### config.mk
export PLATFORM = sky130hd
export DESIGN_NAME = ram_sdp_init_flat
export DESIGN_NICKNAME = d
export VERILOG_FILES = /design/src/rtl/ram_pkg.sv /design/src/rtl/ram_sdp_init_if.sv /design/src/rtl/ram_rd_pipe.sv /design/src/rtl/ram_sdp_init.sv /design/src/flat_wrapper.sv
export SDC_FILE = /design/constraint.sdc
export NUM_CORES = 1
export LEC_CHECK = 0
export CORE_ASPECT_RATIO = 0.9
export CORE_UTILIZATION = 56
export DETAILED_ROUTE_END_ITERATION = 10
export GPL_ROUTABILITY_DRIVEN = 0
export GPL_TIMING_DRIVEN = 0
export PLACE_DENSITY = 0.76
export RECOVER_POWER = 100
export SLEW_MARGIN = 0
export SYNTH_ARGS = -nofsm -noshare
export SYNTH_HDL_FRONTEND = slang
export SYNTH_SLANG_ARGS = --single-unit
### constraint.sdc
create_clock -name clk -period 2.97 [get_ports clk]
set_clock_uncertainty 0.2 [all_clocks]
set_input_delay 0.4455 -clock clk [delete_from_list [all_inputs] [get_ports clk]]
set_output_delay 0.4455 -clock clk [all_outputs]
set_load 0.03 [all_outputs]
### src/rtl/ram_pkg.sv
// Shared types and helpers for the simple-dual-port init RAM.
package ram_pkg;

    // Sweep/run control state
    typedef enum logic {
        ST_INIT = 1'b0,
        ST_RUN  = 1'b1
    } st_e;

    // Widest word the byte-merge helper supports; callers cast in and out
    localparam int unsigned MERGE_W    = 64;
    localparam int unsigned MERGE_BE_W = MERGE_W / 8;

    // Replace the bytes of old_w selected by be with the matching bytes of new_w
    function automatic logic [MERGE_W-1:0] merge(
        input logic [MERGE_W-1:0]    old_w,
        input logic [MERGE_W-1:0]    new_w,
        input logic [MERGE_BE_W-1:0] be
    );
        logic [MERGE_W-1:0]    res;
        logic [MERGE_W-1:0]    mask;
        logic [MERGE_BE_W-1:0] bsh;
        res = old_w;
        for (int unsigned i = 0; i < MERGE_BE_W; i++) begin
            bsh  = be >> i;
            mask = MERGE_W'(8'hFF) << (8 * i);
            if (bsh[0]) begin
                res = (res & ~mask) | (new_w & mask);
            end
        end
        return res;
    endfunction

endpackage

### src/rtl/ram_sdp_init_if.sv
// Port bundle for ram_sdp_init: write port, read port, control and status.
interface ram_sdp_init_if #(
    parameter int unsigned DATA_W = 8,
    parameter int unsigned ADDR_W = 3
);
    logic                  CS;
    logic                  clr;
    logic                  WE;
    logic [ADDR_W-1:0]     wAddr;
    logic [DATA_W-1:0]     wData;
    logic [DATA_W/8-1:0]   wBe;
    logic                  RE;
    logic [ADDR_W-1:0]     rAddr;
    logic [DATA_W-1:0]     dataOut;
    logic                  rValid;
    logic                  ready;
    logic                  wErr;

    modport master (
        output CS, clr, WE, wAddr, wData, wBe, RE, rAddr,
        input  dataOut, rValid, ready, wErr
    );

    modport slave (
        input  CS, clr, WE, wAddr, wData, wBe, RE, rAddr,
        output dataOut, rValid, ready, wErr
    );
endinterface

### src/rtl/ram_rd_pipe.sv
// Read data/valid register chain, RD_LAT stages deep; data only moves with its valid bit.
module ram_rd_pipe #(
    parameter int unsigned DATA_W = 8,
    parameter int unsigned RD_LAT = 1
) (
    input  logic              clk,
    input  logic              rst_n,
    input  logic              in_vld,
    input  logic [DATA_W-1:0] in_dat,
    output logic              out_vld,
    output logic [DATA_W-1:0] out_dat
);
    logic [RD_LAT-1:0] vld_q;
    logic [DATA_W-1:0] dat_q [RD_LAT];

    // First stage captures the array word when a read is accepted
    always_ff @(posedge clk or negedge rst_n) begin
        if (!rst_n) begin
            vld_q[0] <= 1'b0;
            dat_q[0] <= '0;
        end else begin
            vld_q[0] <= in_vld;
            if (in_vld) begin
                dat_q[0] <= in_dat;
            end
        end
    end

    for (genvar g = 1; g < RD_LAT; g++) begin : g_stage
        // Later stages forward data only behind a valid bit, otherwise hold
        always_ff @(posedge clk or negedge rst_n) begin
            if (!rst_n) begin
                vld_q[g] <= 1'b0;
                dat_q[g] <= '0;
            end else begin
                vld_q[g] <= vld_q[g-1];
                if (vld_q[g-1]) begin
                    dat_q[g] <= dat_q[g-1];
                end
            end
        end
    end

    assign out_vld = vld_q[RD_LAT-1];
    assign out_dat = dat_q[RD_LAT-1];

endmodule

### src/rtl/ram_sdp_init.sv
// Simple-dual-port RAM with byte enables, hardware init sweep and registered reads.
module ram_sdp_init
    import ram_pkg::*;
#(
    parameter int unsigned       DATA_W   = 8,
    parameter int unsigned       ADDR_W   = 3,
    parameter logic [DATA_W-1:0] INIT_VAL = '0,
    parameter int unsigned       RD_LAT   = 1,
    parameter bit                RDW_NEW  = 1'b0
) (
    input  logic           clk,
    input  logic           rst_n,
    ram_sdp_init_if.slave  bus
);
    localparam int unsigned DEPTH = 2 ** ADDR_W;

    st_e               state;
    logic [ADDR_W-1:0] cnt;
    logic              ready_q;
    logic              werr_q;

    logic [DATA_W-1:0] mem [DEPTH];

    logic              wr_ok;
    logic              rd_ok;
    logic              drop;
    logic [DATA_W-1:0] rd_old;
    logic [DATA_W-1:0] wr_word;
    logic [DATA_W-1:0] rd_word;

    // Requests are honoured only once the sweep is done and the chip is selected
    assign wr_ok = ready_q & bus.CS & bus.WE;
    assign rd_ok = ready_q & bus.CS & bus.RE;
    assign drop  = (bus.WE | bus.RE) & ~(ready_q & bus.CS);

    // Merged write word; doubles as the new-data bypass on a same-address read
    assign rd_old  = mem[bus.rAddr];
    assign wr_word = DATA_W'(merge(MERGE_W'(mem[bus.wAddr]), MERGE_W'(bus.wData),
                                   MERGE_BE_W'(bus.wBe)));
    assign rd_word = (RDW_NEW && wr_ok && (bus.wAddr == bus.rAddr)) ? wr_word : rd_old;

    // Sweep/run FSM with registered ready and drop pulse
    always_ff @(posedge clk or negedge rst_n) begin
        if (!rst_n) begin
            state   <= ST_INIT;
            cnt     <= '0;
            ready_q <= 1'b0;
            werr_q  <= 1'b0;
        end else begin
            werr_q <= drop;
            case (state)
                ST_INIT: begin
                    if (bus.clr) begin
                        cnt <= '0;
                    end else if (cnt == ADDR_W'(DEPTH - 1)) begin
                        cnt     <= '0;
                        state   <= ST_RUN;
                        ready_q <= 1'b1;
                    end else begin
                        cnt <= cnt + ADDR_W'(1);
                    end
                end
                ST_RUN: begin
                    if (bus.clr) begin
                        cnt     <= '0;
                        state   <= ST_INIT;
                        ready_q <= 1'b0;
                    end
                end
                default: begin
                    cnt     <= '0;
                    state   <= ST_INIT;
                    ready_q <= 1'b0;
                end
            endcase
        end
    end

    // Array write: sweep fills INIT_VAL, otherwise byte-enabled port write
    always_ff @(posedge clk) begin
        if (state == ST_INIT) begin
            mem[cnt] <= INIT_VAL;
        end else if (wr_ok) begin
            mem[bus.wAddr] <= wr_word;
        end
    end

    ram_rd_pipe #(
        .DATA_W (DATA_W),
        .RD_LAT (RD_LAT)
    ) u_rd_pipe (
        .clk     (clk),
        .rst_n   (rst_n),
        .in_vld  (rd_ok),
        .in_dat  (rd_word),
        .out_vld (bus.rValid),
        .out_dat (bus.dataOut)
    );

    assign bus.ready = ready_q;
    assign bus.wErr  = werr_q;

endmodule

### src/flat_wrapper.sv
// flat-port wrapper written by rule: the top's interface ports become plain ports
module ram_sdp_init_flat import ram_pkg::*;
#(
    parameter int unsigned       DATA_W   = 8,
    parameter int unsigned       ADDR_W   = 3,
    parameter logic [DATA_W-1:0] INIT_VAL = '0,
    parameter int unsigned       RD_LAT   = 1,
    parameter bit                RDW_NEW  = 1'b0
)
  (clk, rst_n, bus_CS, bus_clr, bus_WE, bus_wAddr, bus_wData, bus_wBe, bus_RE, bus_rAddr, bus_dataOut, bus_rValid, bus_ready, bus_wErr);
  ram_sdp_init_if #(.DATA_W(DATA_W), .ADDR_W(ADDR_W)) bus_i ();
  input  logic clk;
  input  logic rst_n;
  input wire logic [$bits(bus_i.CS)-1:0] bus_CS;
  input wire logic [$bits(bus_i.clr)-1:0] bus_clr;
  input wire logic [$bits(bus_i.WE)-1:0] bus_WE;
  input wire logic [$bits(bus_i.wAddr)-1:0] bus_wAddr;
  input wire logic [$bits(bus_i.wData)-1:0] bus_wData;
  input wire logic [$bits(bus_i.wBe)-1:0] bus_wBe;
  input wire logic [$bits(bus_i.RE)-1:0] bus_RE;
  input wire logic [$bits(bus_i.rAddr)-1:0] bus_rAddr;
  output wire logic [$bits(bus_i.dataOut)-1:0] bus_dataOut;
  output wire logic [$bits(bus_i.rValid)-1:0] bus_rValid;
  output wire logic [$bits(bus_i.ready)-1:0] bus_ready;
  output wire logic [$bits(bus_i.wErr)-1:0] bus_wErr;
  assign bus_i.CS = bus_CS;
  assign bus_i.clr = bus_clr;
  assign bus_i.WE = bus_WE;
  assign bus_i.wAddr = bus_wAddr;
  assign bus_i.wData = bus_wData;
  assign bus_i.wBe = bus_wBe;
  assign bus_i.RE = bus_RE;
  assign bus_i.rAddr = bus_rAddr;
  assign bus_dataOut = bus_i.dataOut;
  assign bus_rValid = bus_i.rValid;
  assign bus_ready = bus_i.ready;
  assign bus_wErr = bus_i.wErr;
  ram_sdp_init #(.DATA_W(DATA_W), .ADDR_W(ADDR_W), .INIT_VAL(INIT_VAL), .RD_LAT(RD_LAT), .RDW_NEW(RDW_NEW)) u_core (.clk(clk), .rst_n(rst_n), .bus(bus_i));
endmodule
Word-level counts from Yosys, hierarchy flattened
Memories as Yosys holds them, arrays and structs flattened. A register that Yosys moved wholly into a read port is not among the register bits.
Cells that the tools add are included.
- input port bits: 21
- word-level logic and storage cells: 43
- register bits after elaboration: 7
- memories kept: 1
- memory bits (writable): 64
- muxes and demuxes: 20
- add/subtract/negate cells: 1
- bitwise logic cells: 7
- equality and inequality tests: 5
- reduce and logical (&&, ||, !) cells: 4
- memories (memory ; depth ; bits a word ; rd ports ; clocked after memory_dff ; write ports ; line ; text):
    u_core.mem ; 8 ; 8 ; 1 ; 1 ; 1 ; ram_sdp_init.sv:22 ; logic [DATA_W-1:0] mem [DEPTH];
- operators with widths (cell ; number):
    8-bit 2-to-1 mux ; 2
    3-bit 2-to-1 mux ; 4
    1-bit 2-to-1 mux ; 11
    8-bit OR reduction ; 1
    3-bit case mux with 2 select lines ; 1
    1-bit AND ; 4
    2-bit != test, second input constant ; 2
    1-bit case mux with 2 select lines ; 2
    3-bit by 1-bit adder with 3-bit output, second input constant ; 1
    3-bit equality test, second input constant ; 1
    3-bit AND reduction ; 1
    2-bit by 1-bit != test with 1-bit output, second input constant ; 1
    1-bit inverter ; 2
    2-bit AND reduction ; 1
    1-bit zero test ; 1
    1-bit != test, second input constant ; 1
    1-bit bitwise OR ; 1

Longest topological paths before layout
Gate-level depths: netlist (run 1).
- depth in word-level cells: 8
- depth in mapped cells: 5
- gate-level depth less buffers: 5

Hierarchy
Synthesis (run 1) repeated with hierarchy kept, for this count alone.
- cell total of the unflattened synthesis: 174
- area total of the unflattened synthesis: 3319.4 µm²
- modules (own cells, without submodules) (module ; instances ; seq. area each (µm²) ; cells each ; area an instance (µm²)):
    ram_sdp_init ; 1 ; 2072.0 ; 156 ; 2962.8
    ram_rd_pipe ; 1 ; 225.2 ; 18 ; 356.6

Worst setup path before layout (run 1)
No wires, ideal clock.
- path kind: register to register
- from: register u_core.ready_q, in the netlist u_core.bus.ready
- to: memory u_core.mem[2][0], enable pin
- arrival: 1.690 ns
- setup time: 0.388 ns
- stages on the path, launching flop included: 4
- path slack: 0.692 ns
- path buffers: 0
- path through: dfrtp_1 > and4_1 > nand3_1 > o32ai_1
- cells in the longest elaborated chain, start to end: 8
- elaborated cells between the ends (all ways): 9
- those cells by class: mux: 5; bitwise: 2; reduce/logical: 2
- RTL lines (item ; line ; text):
    start: declaration ; ram_sdp_init.sv:19 ; logic ready_q;
    start signal: assignment ; ram_sdp_init.sv:47 ; ready_q <= 1'b0;
    start signal: assignment ; ram_sdp_init.sv:58 ; ready_q <= 1'b1;
    start signal: assignment ; ram_sdp_init.sv:67 ; ready_q <= 1'b0;
    1-bit AND * (2 in series) ; ram_sdp_init.sv:32 ; assign wr_ok = ready_q & bus.CS & bus.WE;
    1-bit 2-to-1 mux * ; ram_sdp_init.sv:83 ; end else if (wr_ok) begin
    1-bit 2-to-1 mux * ; ram_sdp_init.sv:81 ; if (state == ST_INIT) begin
    1-bit 2-to-1 mux (not written as such) * ; ram_sdp_init.sv:84 ; mem[bus.wAddr] <= wr_word;
    2-bit AND reduction (no line) * ; - ;
    8-bit OR reduction (no line) ; - ;
    3-bit 2-to-1 mux (no line) or 1-bit 2-to-1 mux (tied branches) ; - ;
    end: declaration ; ram_sdp_init.sv:22 ;
Every way passes the cells marked *; elsewhere a longest branch is shown, timed or not.

Worst setup path in the final report (run 1)
- from: input bus_CS
- to: memory u_core.mem[0][2], enable pin
- cells in the longest elaborated chain, start to end: 8
- elaborated cells between the ends (all ways): 9
- those cells by class: mux: 5; bitwise: 2; reduce/logical: 2
- RTL lines (item ; line ; text):
    start: declaration ; flat_wrapper.sv:14 ; input wire logic [$bits(bus_i.CS)-1:0] bus_CS;
    1-bit AND * (2 in series) ; ram_sdp_init.sv:32 ;
    1-bit 2-to-1 mux * ; ram_sdp_init.sv:83 ;
    1-bit 2-to-1 mux * ; ram_sdp_init.sv:81 ;
    1-bit 2-to-1 mux (not written as such) * ; ram_sdp_init.sv:84 ;
    2-bit AND reduction (no line) * ; - ;
    8-bit OR reduction (no line) ; - ;
    3-bit 2-to-1 mux (no line) or 1-bit 2-to-1 mux (tied branches) ; - ;
Marked as above.

==> results of run 1 <==
-- cell type report --
class | count | area (um^2) | share of cell area [%]
sequential | 79 | 2297 | 58.47
multi-input combinational | 116 | 947.2 | 24.11
timing repair buffer | 31 | 304.0 | 7.739
clock buffer | 10 | 137.6 | 3.503
buffer | 10 | 98.84 | 2.516
tap | 70 | 87.58 | 2.229
clock inverter | 6 | 45.04 | 1.146
inverter | 3 | 11.26 | 0.2866
-- worst max-delay path: stages --
cell and delay [ps]:
dlygate4sd3_1 570, and4_1 260, nand3_1 170, o31ai_1 1000
-- flip-flops by register name, indices dropped and copies added, names as in the netlist --
register,count
u_core.cnt,3
u_core.state,1
u_core.mem,64
u_core.u_rd_pipe.out_vld,1
u_core.u_rd_pipe.out_dat,8
u_core.bus.ready,1
u_core.bus.wErr,1
-- metal layers --
layer,vias to the layer above,GRT usage (%),share of wire (%)
met5,-,0,0
met1,956,26.27,40
met3,8,6.501,4.7
met4,0,6.968,1.1
li1,898,-,-
met2,68,41.89,54
-- cell usage in the layout, fill, tap and decap left out, drive strengths merged, types with 11 or more instances in the layout --
master / netlist / layout
nand2: 14 / 14
dlygate4sd3: 0 / 14
dfrtp: 15 / 15
mux2: 16 / 16
mux2i: 18 / 18
edfxtp: 64 / 64
o22ai: 11 / 11
clkbuf: 2 / 15
clkdlybuf4s50: 0 / 16
-- metrics by stage --
| stage | instance area (um^2) | cells | utilization (%) | total power, mW | hold slack, ps |
|---|---|---|---|---|---|
| floorplan | 3352 | 208 | - | 1.491 | -50.09 |
| global placement | 3740 | 308 | 65.32 | 1.602 | 269.1 |
| detailed placement | 3755 | 308 | 65.58 | 1.616 | 270.4 |
| CTS | 3938 | 324 | 68.77 | 2.324 | 288.5 |
| global route | 3929 | 325 | 68.62 | 2.377 | 307.5 |
| finish | 3929 | 325 | 68.62 | 2.301 | 277.2 |
-- worst max path at each step --
stage / startpoint / to / slack (ps) / depth (start not counted)
final: bus_CS / u_core.mem[0][2] / 290 / 4
after global routing: bus_CS / u_core.mem[0][2] / 140 / 4
after CTS: bus_CS / u_core.mem[0][2] / 320 / 4
after detailed placement: bus_CS / u_core.mem[0][6] / -50 / 4
after global placement: bus_CS / u_core.mem[2][6] / -250 / 4
after floorplan: u_core.bus.ready / u_core.mem[2][0] / 690 / 3
-- kinds of logic after synthesis --
group,after synthesis,share of synthesized area [%]
fa+ha+maj,2,0.7464
mux,34,11.65
flops,79,68.53
buf+inv,13,3.359
simple gates,44,6.532
compound gates,36,9.183
-- where the power goes --
part / internal (mW) / total, mW / switching [mW]
Sequential: 1.27 / 1.30 / 0.0314
Combinational: 0.120 / 0.280 / 0.160
Clock: 0.328 / 0.724 / 0.395
==> metrics, run 1 <==
status complete, no violations; Final Hold Vio Count 0; FP Rows 26; HPWL after detailed placement about 4500 um; Leak 1.400 nW; worst-margin pin slew 1224 ps; Synthesis Warnings 0; worst IR drop on VDD 0.4343 mV; sink of the worst hold path u_core.u_rd_pipe.out_dat[1]; Tmin final 2683 ps; Post-CTS Hold Buffers 0; clk buf depth 2; Yosys cell types 34; Critical Path Sink Type flop; syn_nets roughly 230; RSZ-0062 raised after global routing no; worst path arrival time about 2500 ps; Clock transition at path regs 80 ps; sequential share of the synthesized area 68.53%; pin count of the biggest net entering global routing 16; start point of the worst hold path u_core.u_rd_pipe.out_dat[1]; Post-synth EDFFs 64; Clock Tree Root clkbuf_8; Die X-Extent roughly 84 um; gr usage total roughly 23%; Synth async-reset ratio 18.99%; Crit Path Category in -> reg; vias in the first global route 1950; worst r2r path cells 4; number of buffers created by CTS 9; IO buf count 30; Req. time, crit path between 2000 and 3000 ps; R2R Path End u_core.mem[0][2]; WL final 6621 um; RR Startpoint u_core.state; Max FO, Critical Path 8; flops & latches, synth 79; PwrDens 585.8 mW/mm^2; setup slack, reg-to-reg 450 ps; DIE AREA 0.006299 mm^2; Post-Synthesis Cells 208; leading area contributor after synthesis edfxtp_1; Max Slew Vio Count 0; initial antenna violation count 0; CTS resizes 0; final setup violation count 0; synthesis-to-finish area growth 17.21%; drc violations 0; most common cell in the netlist edfxtp_1; DR vias approximately 1900; synthesized cell area 0.003352 mm^2; nets 273; Total Neg Setup Slack 0 ps; Synth top cells by count edfxtp_1 (64), mux2i_1 (18), dfrtp_1 (15); Starting Density 58.54%; Hold/Removal Path Class reg -> reg; Antenna Nets Post-Route 0; grt total ovfl 0; fmax 372.7 MHz; post-synth top area share 57.33%; worst-skew pair later-pin latency about 350 ps; n_diodes 0; I/O Pins 32; crit start category input pin; routed wire length per instance 20.37 um; Hold Path Stages 2; TritonCTS clock tree built; Filler cells 411; Initial DRC Count 90; Synth area leaders edfxtp_1 (57%), dfrtp_1 (11%), mux2i_1 (5.4%); Mean Syn Cell Area roughly 16 um^2; pre-CTS setup slack -53.31 ps; period utilization between 90 and 100%; First-pass DRT Iterations 4; slew margin rel. between 10% and 20%; postcts setup bufs 0; Die Y 75.40 um; max-cap violations 0; core area 0.005725 mm^2; fraction of layout cells with a size suffix above 1 16.86%; Vias/cell about 6; H-tree depth 3; first-pass GRT wire length 10150 um; final setup margin about 290 ps; clock sinks 79; top_reg_cell synth edfxtp_1
No activity file was read; power rests on OpenSTA's default activity.
==> run 2, diff against run 1 <==
Settings changed: CTS_CLUSTER_DIAMETER set to 40, SKIP_LAST_GASP set to 1.
==> results of run 2 <==
The final DEF is identical to that of run 1; final timing and power are the same.
==> run 3, diff against run 2 <==
Settings changed: SLEW_MARGIN 0 to unset.
==> results of run 3 <==
The final DEF is identical to that of run 1; final timing and power are the same.
